--- config.mk ---
export PLATFORM = sky130hd
export DESIGN_NAME = iod_delay_line_ctrl
export DESIGN_NICKNAME = d
export VERILOG_FILES = /design/src/rtl/iod_delay_line_ctrl.sv
export SDC_FILE = /design/constraint.sdc
export NUM_CORES = 1
export LEC_CHECK = 0
export CAP_MARGIN = 20
export CORE_ASPECT_RATIO = 0.5
export CORE_UTILIZATION = 28
export DETAILED_ROUTE_END_ITERATION = 8
export PLACE_DENSITY = 0.45
export SLEW_MARGIN = 30
export SYNTH_ARGS = -nofsm -noshare
export SYNTH_HDL_FRONTEND = slang
export SYNTH_SLANG_ARGS = --single-unit
--- constraint.sdc ---
create_clock -name i_fab_clk -period 5.39 [get_ports i_fab_clk]
set_input_delay 1.3475 -clock i_fab_clk [delete_from_list [all_inputs] [get_ports i_fab_clk]]
set_output_delay 1.3475 -clock i_fab_clk [all_outputs]
set_load 0.1 [all_outputs]
--- src/rtl/iod_delay_line_ctrl.sv ---
// -----------------------------------------------------------------------------
// iod_delay_line_ctrl
// Sequencer for one PolarFire IOD dynamic delay line. Runs LOAD, INC, DEC and
// SET (move to an absolute tap) commands as paced single-tap MOVE pulses,
// tracks the current tap and reports saturation / out-of-range as errors.
//
// Ports
//   i_fab_clk                  fabric clock, rising edge
//   i_sync_rst                 synchronous active-high reset
//   i_cmd_valid / o_cmd_ready  command handshake (ready only in IDLE)
//   i_cmd_op                   00 LOAD, 01 INC, 10 DEC, 11 SET
//   i_cmd_arg                  INC/DEC step count or SET target tap
//   o_done / o_err             1-cycle completion pulse, error qualifier
//   o_tap_val                  tracked current tap
//   o_delay_line_move          one-tap move strobe to the IOD
//   o_delay_line_direction     1 = increment, 0 = decrement
//   o_delay_line_load          reload strobe to the IOD
//   i_delay_line_out_of_range  IOD end-stop indication
//   o_state                    current FSM state (debug)
//
// Handshake: a command is taken in the cycle where i_cmd_valid and
// o_cmd_ready are both high; op and arg are captured on that edge, so the
// requester may change them afterwards. i_cmd_valid is ignored elsewhere.
// -----------------------------------------------------------------------------
module iod_delay_line_ctrl #(
    parameter int NUM_TAPS      = 128,
    parameter int LOAD_TAP_VAL  = 1,
    parameter int MOVE_GAP      = 4,
    parameter int SETTLE_CYCLES = 8,
    localparam int TAP_W        = $clog2(NUM_TAPS)
) (
    input  logic             i_fab_clk,
    input  logic             i_sync_rst,
    input  logic             i_cmd_valid,
    output logic             o_cmd_ready,
    input  logic [1:0]       i_cmd_op,
    input  logic [TAP_W-1:0] i_cmd_arg,
    output logic             o_done,
    output logic             o_err,
    output logic [TAP_W-1:0] o_tap_val,
    output logic             o_delay_line_move,
    output logic             o_delay_line_direction,
    output logic             o_delay_line_load,
    input  logic             i_delay_line_out_of_range,
    output logic [2:0]       o_state
);

    localparam int CNT_MAX = (MOVE_GAP > SETTLE_CYCLES) ? MOVE_GAP : SETTLE_CYCLES;
    localparam int CNT_W   = $clog2(CNT_MAX + 1);

    typedef enum logic [2:0] {
        S_INIT_LOAD = 3'd0,
        S_IDLE      = 3'd1,
        S_SETUP     = 3'd2,
        S_MOVE      = 3'd3,
        S_GAP       = 3'd4,
        S_SETTLE    = 3'd5,
        S_DONE      = 3'd6
    } state_t;

    state_t           r_state;
    state_t           w_next;
    logic [TAP_W-1:0] r_tap;
    logic [TAP_W-1:0] r_rem;
    logic [CNT_W-1:0] r_cnt;
    logic             r_dir;
    logic             r_report;   // 0 until the first accepted command: hides the reset-time DONE
    logic             r_err;
    logic             w_err_set;
    logic             w_at_end;
    logic             w_arg_ok;
    logic             w_set_up;
    logic [TAP_W-1:0] w_set_diff;

    always_comb begin
        w_next       = r_state;
        w_err_set    = 1'b0;
        // The next pulse in the current direction would leave the tap range.
        w_at_end     = r_dir ? (r_tap == TAP_W'(NUM_TAPS - 1)) : (r_tap == '0);
        w_arg_ok     = (32'(i_cmd_arg) < 32'(NUM_TAPS));
        w_set_up     = (i_cmd_arg > r_tap);
        w_set_diff   = w_set_up ? (i_cmd_arg - r_tap) : (r_tap - i_cmd_arg);

        unique case (r_state)
            S_INIT_LOAD: w_next = S_SETTLE;
            S_IDLE: begin
                if (i_cmd_valid) begin
                    unique case (i_cmd_op)
                        2'b00: w_next = S_INIT_LOAD;
                        2'b01,
                        2'b10: w_next = S_SETUP;
                        2'b11: begin
                            if (!w_arg_ok) begin
                                w_next    = S_DONE;
                                w_err_set = 1'b1;
                            end else if (i_cmd_arg == r_tap) begin
                                w_next = S_SETTLE;
                            end else begin
                                w_next = S_SETUP;
                            end
                        end
                    endcase
                end
            end
            S_SETUP: begin
                if (r_rem == '0) begin
                    w_next = S_SETTLE;
                end else if (w_at_end) begin
                    w_next    = S_SETTLE;
                    w_err_set = 1'b1;
                end else begin
                    w_next = S_MOVE;
                end
            end
            // After the final pulse skip the gap and start settling at once.
            S_MOVE: w_next = (r_rem == TAP_W'(1)) ? S_SETTLE : S_GAP;
            S_GAP: begin
                if (i_delay_line_out_of_range) begin
                    w_next    = S_SETTLE;
                    w_err_set = 1'b1;
                end else if (r_cnt == '0) begin
                    if (w_at_end) begin
                        w_next    = S_SETTLE;
                        w_err_set = 1'b1;
                    end else begin
                        w_next = S_MOVE;
                    end
                end
            end
            S_SETTLE: if (r_cnt == '0) w_next = S_DONE;
            S_DONE:   w_next = S_IDLE;
            default:  w_next = S_INIT_LOAD;
        endcase
    end

    always_ff @(posedge i_fab_clk) begin
        if (i_sync_rst) begin
            r_state  <= S_INIT_LOAD;
            r_tap    <= TAP_W'(LOAD_TAP_VAL);
            r_rem    <= '0;
            r_cnt    <= '0;
            r_dir    <= 1'b0;
            r_report <= 1'b0;
            r_err    <= 1'b0;
        end else begin
            r_state <= w_next;

            if (r_state == S_IDLE) begin
                r_err <= w_err_set;
            end else if (w_err_set) begin
                r_err <= 1'b1;
            end

            if (r_state == S_IDLE && i_cmd_valid) begin
                r_report <= 1'b1;
                unique case (i_cmd_op)
                    2'b00: r_tap <= TAP_W'(LOAD_TAP_VAL);
                    2'b01: begin r_dir <= 1'b1; r_rem <= i_cmd_arg; end
                    2'b10: begin r_dir <= 1'b0; r_rem <= i_cmd_arg; end
                    2'b11: begin
                        if (w_arg_ok && (i_cmd_arg != r_tap)) begin
                            r_dir <= w_set_up;
                            r_rem <= w_set_diff;
                        end
                    end
                endcase
            end else if (r_state == S_MOVE) begin
                r_tap <= r_dir ? (r_tap + TAP_W'(1)) : (r_tap - TAP_W'(1));
                r_rem <= r_rem - TAP_W'(1);
            end

            // One down-counter serves both the inter-pulse gap and settling.
            if (w_next == S_GAP && r_state != S_GAP) begin
                r_cnt <= CNT_W'(MOVE_GAP - 2);
            end else if (w_next == S_SETTLE && r_state != S_SETTLE) begin
                r_cnt <= CNT_W'(SETTLE_CYCLES - 1);
            end else if (r_cnt != '0) begin
                r_cnt <= r_cnt - CNT_W'(1);
            end
        end
    end

    assign o_cmd_ready            = (r_state == S_IDLE);
    assign o_delay_line_move      = (r_state == S_MOVE);
    // Gated by reset so LOAD stays low while reset holds the FSM in INIT_LOAD.
    assign o_delay_line_load      = (r_state == S_INIT_LOAD) && !i_sync_rst;
    assign o_done                 = (r_state == S_DONE) && r_report;
    assign o_err                  = (r_state == S_DONE) && r_report && r_err;
    assign o_delay_line_direction = r_dir;
    assign o_tap_val              = r_tap;
    assign o_state                = r_state;

endmodule

# Yosys cells after proc, flatten, opt, wreduce, memory -nomap -nowiden
# Cells that the tools add are included.
# classes
n_addsub,6
order_cmp,1
eq_ne,21
n_mux,32
reduce_logical,24
# op_table
op,n
7-bit two-way mux,8
3-bit two-way mux,9
3-bit one-hot mux with 7 select lines,1
"3-bit == test, second input constant",5
7-bit logical NOT,2
7-bit one-hot mux with 2 select lines,1
"7-bit by 1-bit subtractor with 7-bit output, second input constant",2
7-bit subtractor,2
1-bit two-way mux,9
"3-bit inequality test, second input constant",3
3-bit one-hot mux with 3 select lines,1
"7-bit by 1-bit adder with 7-bit output, second input constant",1
"7-bit by 1-bit == test with 1-bit output, second input constant",1
7-bit == test,1
"7-bit == test, second input constant",1
7-bit greater-than comparator,1
7-bit inequality test,1
"3-bit by 2-bit == test with 1-bit output, second input constant",2
1-bit logical AND,6
3-bit AND reduction,2
2-bit nonzero test,3
3-bit nonzero test,2
"2-bit == test, second input constant",2
4-bit logical NOT,1
other kinds (16),17
# word_totals
register_bits,24

# Longest topological paths before layout
# depth
depth_word,10
mapped_depth,11
depth_no_buf,9

# Worst setup path before layout
# OpenSTA, ideal clock, no wires.
# synth_path
path_type,input -> output
start,in i_sync_rst
end,out o_delay_line_load
t_arrival_ps,4553
required_time_ps,4043
setup_slack_ps,-510
stages,3
path_cell_list,clkbuf_1 > clkbuf_1 > nor4_1
# synth_via
elab_chain_len,2
# synth_rtl
element,line_no,source
from (decl),33,"input logic i_sync_rst,"
1-bit logical NOT,186,assign o_delay_line_load = (r_state == S_INIT_LOAD) && !i_sync_rst;
1-bit logical AND,186,
to (decl),43,"output logic o_delay_line_load,"
# Every way passes these cells.

# Final worst setup path
# layout_path
start,in i_cmd_arg[4]
end,reg r_rem[6]
# layout_via
elab_chain_len,5
# layout_rtl
element,line_no,source
from (decl),37,"input logic [TAP_W-1:0] i_cmd_arg,"
7-bit subtractor / 7-bit greater-than comparator (equally long branches),"82, 81",
7-bit two-way mux,82,w_set_diff = w_set_up ? (i_cmd_arg - r_tap) : (r_tap - i_cmd_arg);
7-bit two-way mux,161,if (w_arg_ok && (i_cmd_arg != r_tap)) begin
7-bit one-hot mux with 2 select lines,156,unique case (i_cmd_op)
7-bit two-way mux,154,if (r_state == S_IDLE && i_cmd_valid) begin
to (signal assigned),163,r_rem <= w_set_diff;
to (signal assigned),169,r_rem <= r_rem - TAP_W'(1);
to (decl),64,logic [TAP_W-1:0] r_rem;
# Parallel ways exist; a longest one is shown, timed or not. The select of a mux whose other input is x is not followed.
# A chain may end at the register's enable or synchronous reset.

==> insert_results.sql <==
INSERT INTO impl_metrics (metric_group, metric, value, unit) VALUES
('critical_path', 'cp-start-kind', 'primary input', ''),
('power_and_ir_drop', 'worst_ir_drop_vdd', '0.135', 'mV'),
('timing', 'grt_setup_unrepaired', 'no', ''),
('yosys', 'yosys.cell_types.count', '62', ''),
('detailed_routing', 'route.antenna.remaining_nets', '0', ''),
('clocking', 'clock_tree.root_cell', 'sky130_fd_sc_hd__clkbuf_16', ''),
('placed_design', 'postPlaceCellArea', '2750', 'um^2'),
('floorplanning', 'design.portCount', '29', ''),
('layout', 'area_delta_synth_final', '19.8', '%'),
('power_and_ir_drop', 'cellPowerDensity', '348', 'nW/um^2'),
('placed_design', 'gpl.final_weighted_congestion', '0.877', ''),
('critical_path', 'setup.worst_path.end_class', 'flop', ''),
('global_routing', 'grt_pass1_vias', '2139', ''),
('clocking', 'ctsHtreeMaxLevel', '1', ''),
('floorplanning', 'dieHeight', '67.0', 'um'),
('critical_path', 'worst-path-buf-inv', '3', ''),
('yosys', 'dominantRegCellSynth', 'sky130_fd_sc_hd__dfxtp_1', ''),
('floorplanning', 'floorplan_die_area', '8850', 'um^2'),
('power_and_ir_drop', 'report.power.total', '988', 'uW'),
('critical_path', 'worst-r2r-setup-slack', '2.25', 'ns'),
('global_routing', 'grt_pass1_wl', '10800', 'um'),
('yosys', 'synth-compound-area-share', '23.8', '%'),
('yosys', 'synthSimpleGateAreaFrac', '23.9', '%'),
('yosys', 'syn_inst', '302', ''),
('clocking', 'clk_slew_on_worst_s_h_paths', '0.07', 'ns'),
('critical_path', 'cpPeakStageDelay', '0.56', 'ns'),
('detailed_routing', 'routedWlPerCell', '15.4', 'um'),
('critical_path', 'path_class', 'primary input to flop', ''),
('timing', 'slew_headroom', '34.4', '%'),
('critical_path', 'crit_path_cell_trace', 'clkdlybuf4s50_1, inv_1, ha_1, a21oi_2, o21bai_1, o31ai_2, buf_4, mux2_2, a221oi_2, a221o_1, nor3_2', ''),
('yosys', 'syn-num-nets', '343', ''),
('detailed_routing', 'initial_drc_count', '97', ''),
('global_routing', 'antenna_found_initial', '0', ''),
('critical_path', 'critical_path.max_fanout', '8', ''),
('critical_path', 'worst_ep_required_time', '5.54', 'ns'),
('timing', 'final_hold_violation_count', '0', ''),
('detailed_routing', 'via_count', '2215', ''),
('critical_path', 'critical_path.top_delay_family', 'compound AO/OA/AOI/OAI gates', ''),
('floorplanning', 'number_of_placement_rows', '23', ''),
('clocking', 'cts_setup_buffers', '0', ''),
('layout', 'fin_util', '35.1', '%'),
('timing', 'holdWs', '0.463', 'ns'),
('global_routing', 'groute.usage.overall', '15.9', '%'),
('hold_path', 'min_path_cells', '2', ''),
('timing', 'tns', '0', 'ns'),
('yosys', 'synth_enable_flop_cells', '0', ''),
('timing', 'worstMarginPinSlew', '0.981', 'ns'),
('yosys', 'post_synth_xor_area_fraction', '3.33', '%'),
('status', 'outcome', 'finished clean', ''),
('global_routing', 'grt_max_degree', '31', ''),
('timing', 'maxSlewViolCount', '0', ''),
('floorplanning', 'floorplan.initialDensity', '29.3', '%'),
('timing', 'max_freq', '0.232', 'GHz'),
('timing', 'finalWorstPathRequiredPeriod', '4.31', 'ns'),
('critical_path', 'ff2ff_path_depth', '9', ''),
('clocking', 'cts_buffers', '3', ''),
('clocking', 'clock_latency', '0.27', 'ns'),
('clocking', 'tritoncts', 'done', ''),
('timing', 'final.setup_skew', '0.00314', 'ns'),
('detailed_routing', 'iteration_count_of_the_initial_detailed_routing_pass', '4', ''),
('critical_path', 'critPathSlowestCell', 'sky130_fd_sc_hd__o31ai_2', ''),
('hold_path', 'endpoint_with_the_worst_hold_slack', 'r_report$_SDFFE_PP0P_', ''),
('hold_path', 'min-delay-start', 'r_report$_SDFFE_PP0P_', ''),
('clocking', 'ctsLongestPathBuffers', '2', ''),
('layout', 'num-nets-final', '366', ''),
('yosys', 'synth_adder_area_share', '15.7', '%'),
('critical_path', 'critical_path.reg2reg.endpoint', 'r_rem[6]$_SDFFE_PP0P_', ''),
('hold_path', 'hold_path.class', 'flop to flop', ''),
('placed_design', 'detailed_place_hpwl', '5230', 'um'),
('detailed_routing', 'via_density_per_instance', '5.08', ''),
('yosys', 'postSynth.asyncResetShare', '0', '%');
==> registers in the layout, indices dropped and copies added, names as in the netlist <==
signal,flops
r_cnt,4
o_delay_line_direction,1
o_tap_val,7
r_report,1
r_rem,7
r_err,1
o_state,3
==> tightest hold or removal path, delay by kind of cell, from the launching register on <==
| kind | cells | cell delay [ns] |
|---|---|---|
| flops | 1 | 0.32 |
| simple gates | 2 | 0.10 |
==> area by class of cell <==
class | instances | area [um^2]
Tap cell | 112 | 140
Multi-Input combinational cell | 236 | 1720
Inverter | 29 | 109
Fill cell | 873 | 5250
Timing Repair Buffer | 31 | 300
Sequential cell | 24 | 480
Clock buffer | 4 | 88.8
==> synthesized netlist by cell type, types with 2 or more instances <==
master / n / area share (%)
sky130_fd_sc_hd__nand4_1: 2 / 0.53
sky130_fd_sc_hd__and2_1: 5 / 1.3
sky130_fd_sc_hd__a311o_1: 2 / 0.85
sky130_fd_sc_hd__nand3b_1: 3 / 0.95
sky130_fd_sc_hd__a21oi_2: 3 / 1.1
sky130_fd_sc_hd__fa_1: 3 / 2.5
sky130_fd_sc_hd__nand3_1: 6 / 1.3
sky130_fd_sc_hd__nor4_1: 7 / 1.8
sky130_fd_sc_hd__xnor2_1: 7 / 2.6
sky130_fd_sc_hd__o32ai_1: 2 / 0.74
sky130_fd_sc_hd__buf_6: 2 / 0.95
sky130_fd_sc_hd__buf_2: 2 / 0.42
sky130_fd_sc_hd__nor3b_1: 2 / 0.63
sky130_fd_sc_hd__nor2_1: 32 / 5.1
sky130_fd_sc_hd__a22o_1: 2 / 0.74
sky130_fd_sc_hd__a22oi_1: 5 / 1.6
sky130_fd_sc_hd__nor3_1: 12 / 2.5
sky130_fd_sc_hd__a221oi_2: 2 / 1.3
sky130_fd_sc_hd__nand2b_1: 2 / 0.53
sky130_fd_sc_hd__a211oi_1: 2 / 0.63
sky130_fd_sc_hd__dfxtp_1: 24 / 20
sky130_fd_sc_hd__a221oi_1: 3 / 1.1
sky130_fd_sc_hd__xor2_1: 2 / 0.74
sky130_fd_sc_hd__nand2_1: 18 / 2.9
sky130_fd_sc_hd__clkbuf_1: 8 / 1.3
sky130_fd_sc_hd__a31oi_1: 2 / 0.53
sky130_fd_sc_hd__o21ai_0: 11 / 2.3
sky130_fd_sc_hd__a21o_1: 5 / 1.6
sky130_fd_sc_hd__a21oi_1: 23 / 4.9
sky130_fd_sc_hd__or3_1: 3 / 0.79
sky130_fd_sc_hd__ha_1: 25 / 13
sky130_fd_sc_hd__mux2_1: 2 / 0.95
sky130_fd_sc_hd__o31ai_2: 2 / 1.1
sky130_fd_sc_hd__mux2_2: 2 / 0.95
sky130_fd_sc_hd__a221o_1: 2 / 0.85
sky130_fd_sc_hd__nor2b_1: 4 / 1.1
sky130_fd_sc_hd__o21bai_1: 5 / 1.6
sky130_fd_sc_hd__inv_1: 28 / 4.4
sky130_fd_sc_hd__mux2i_1: 7 / 3.0
==> metal layers <==
metal	track usage, %	part of all wire (%)	vias up
met1	21.3	54	1058
li1	-	-	1129
met4	3.63	0.92	0
met3	2.97	1.7	6
met5	0	0	-
met2	26.3	43	22
==> per-stage QoR <==
| stage | worst slack (ns) | std cells |
|---|---|---|
| after detailed placement | 0.845 | 432 |
| final | 1.08 | 436 |
| after global routing | 0.935 | 436 |
| after global placement | 0.934 | 432 |
| after CTS | 1.12 | 436 |
| after floorplan | 0.671 | 302 |
==> placed cells by master (no fill, tap or decap), types with 5 or more instances in the layout <==
cell                              netlist  routed
sky130_fd_sc_hd__clkdlybuf4s50_1        0      27
sky130_fd_sc_hd__nor4_1                 7       6
sky130_fd_sc_hd__nor3_1                12      12
sky130_fd_sc_hd__a21o_1                 5       5
sky130_fd_sc_hd__a22oi_1                5       5
sky130_fd_sc_hd__o21bai_1               5       5
sky130_fd_sc_hd__a21oi_1               23      23
sky130_fd_sc_hd__nor2_1                32      32
sky130_fd_sc_hd__xnor2_1                7       7
sky130_fd_sc_hd__and2_1                 5       5
sky130_fd_sc_hd__ha_1                  25      25
sky130_fd_sc_hd__o21ai_0               11      11
sky130_fd_sc_hd__nand2_1               18      18
sky130_fd_sc_hd__inv_1                 28      28
sky130_fd_sc_hd__nand3_1                6       6
sky130_fd_sc_hd__mux2i_1                7       7
sky130_fd_sc_hd__dfxtp_1               24      24
==> report_power, final <==
| group | total (uW) | switching, uW | internal, uW | leakage (uW) |
|---|---|---|---|---|
| combinational | 540 | 335 | 205 | 0.000911 |
| sequential | 257 | 46.1 | 211 | 0.000196 |
| clock | 191 | 76.6 | 114 | 0.0000442 |
==> how the worst max path moves through the flow <==
stage | to | cells past startpoint | slack (ns) | startpoint
floorplan | o_delay_line_load | 3 | 0.67 | i_sync_rst
global placement | r_rem[6]$_SDFFE_PP0P_ | 11 | 0.93 | i_cmd_arg[4]
detailed placement | r_rem[6]$_SDFFE_PP0P_ | 11 | 0.84 | i_cmd_arg[4]
CTS | r_rem[6]$_SDFFE_PP0P_ | 11 | 1.12 | i_cmd_arg[4]
global route | r_rem[5]$_SDFFE_PP0P_ | 11 | 0.94 | i_cmd_arg[4]
finish | r_rem[6]$_SDFFE_PP0P_ | 11 | 1.08 | i_cmd_arg[4]
==> cells by family (layout without fill, tap and decap cells) <==
logic type | Yosys count | in the layout
xor gates and xnor gates | 9 | 9
adders and majority gates | 28 | 28
AOI/OAI and AO/OA | 79 | 79
muxes | 12 | 12
buffers and inverters | 42 | 64
DFF | 24 | 24
and+or+nand+nor | 108 | 108
Note: power is estimated with default switching activity, not from simulation.
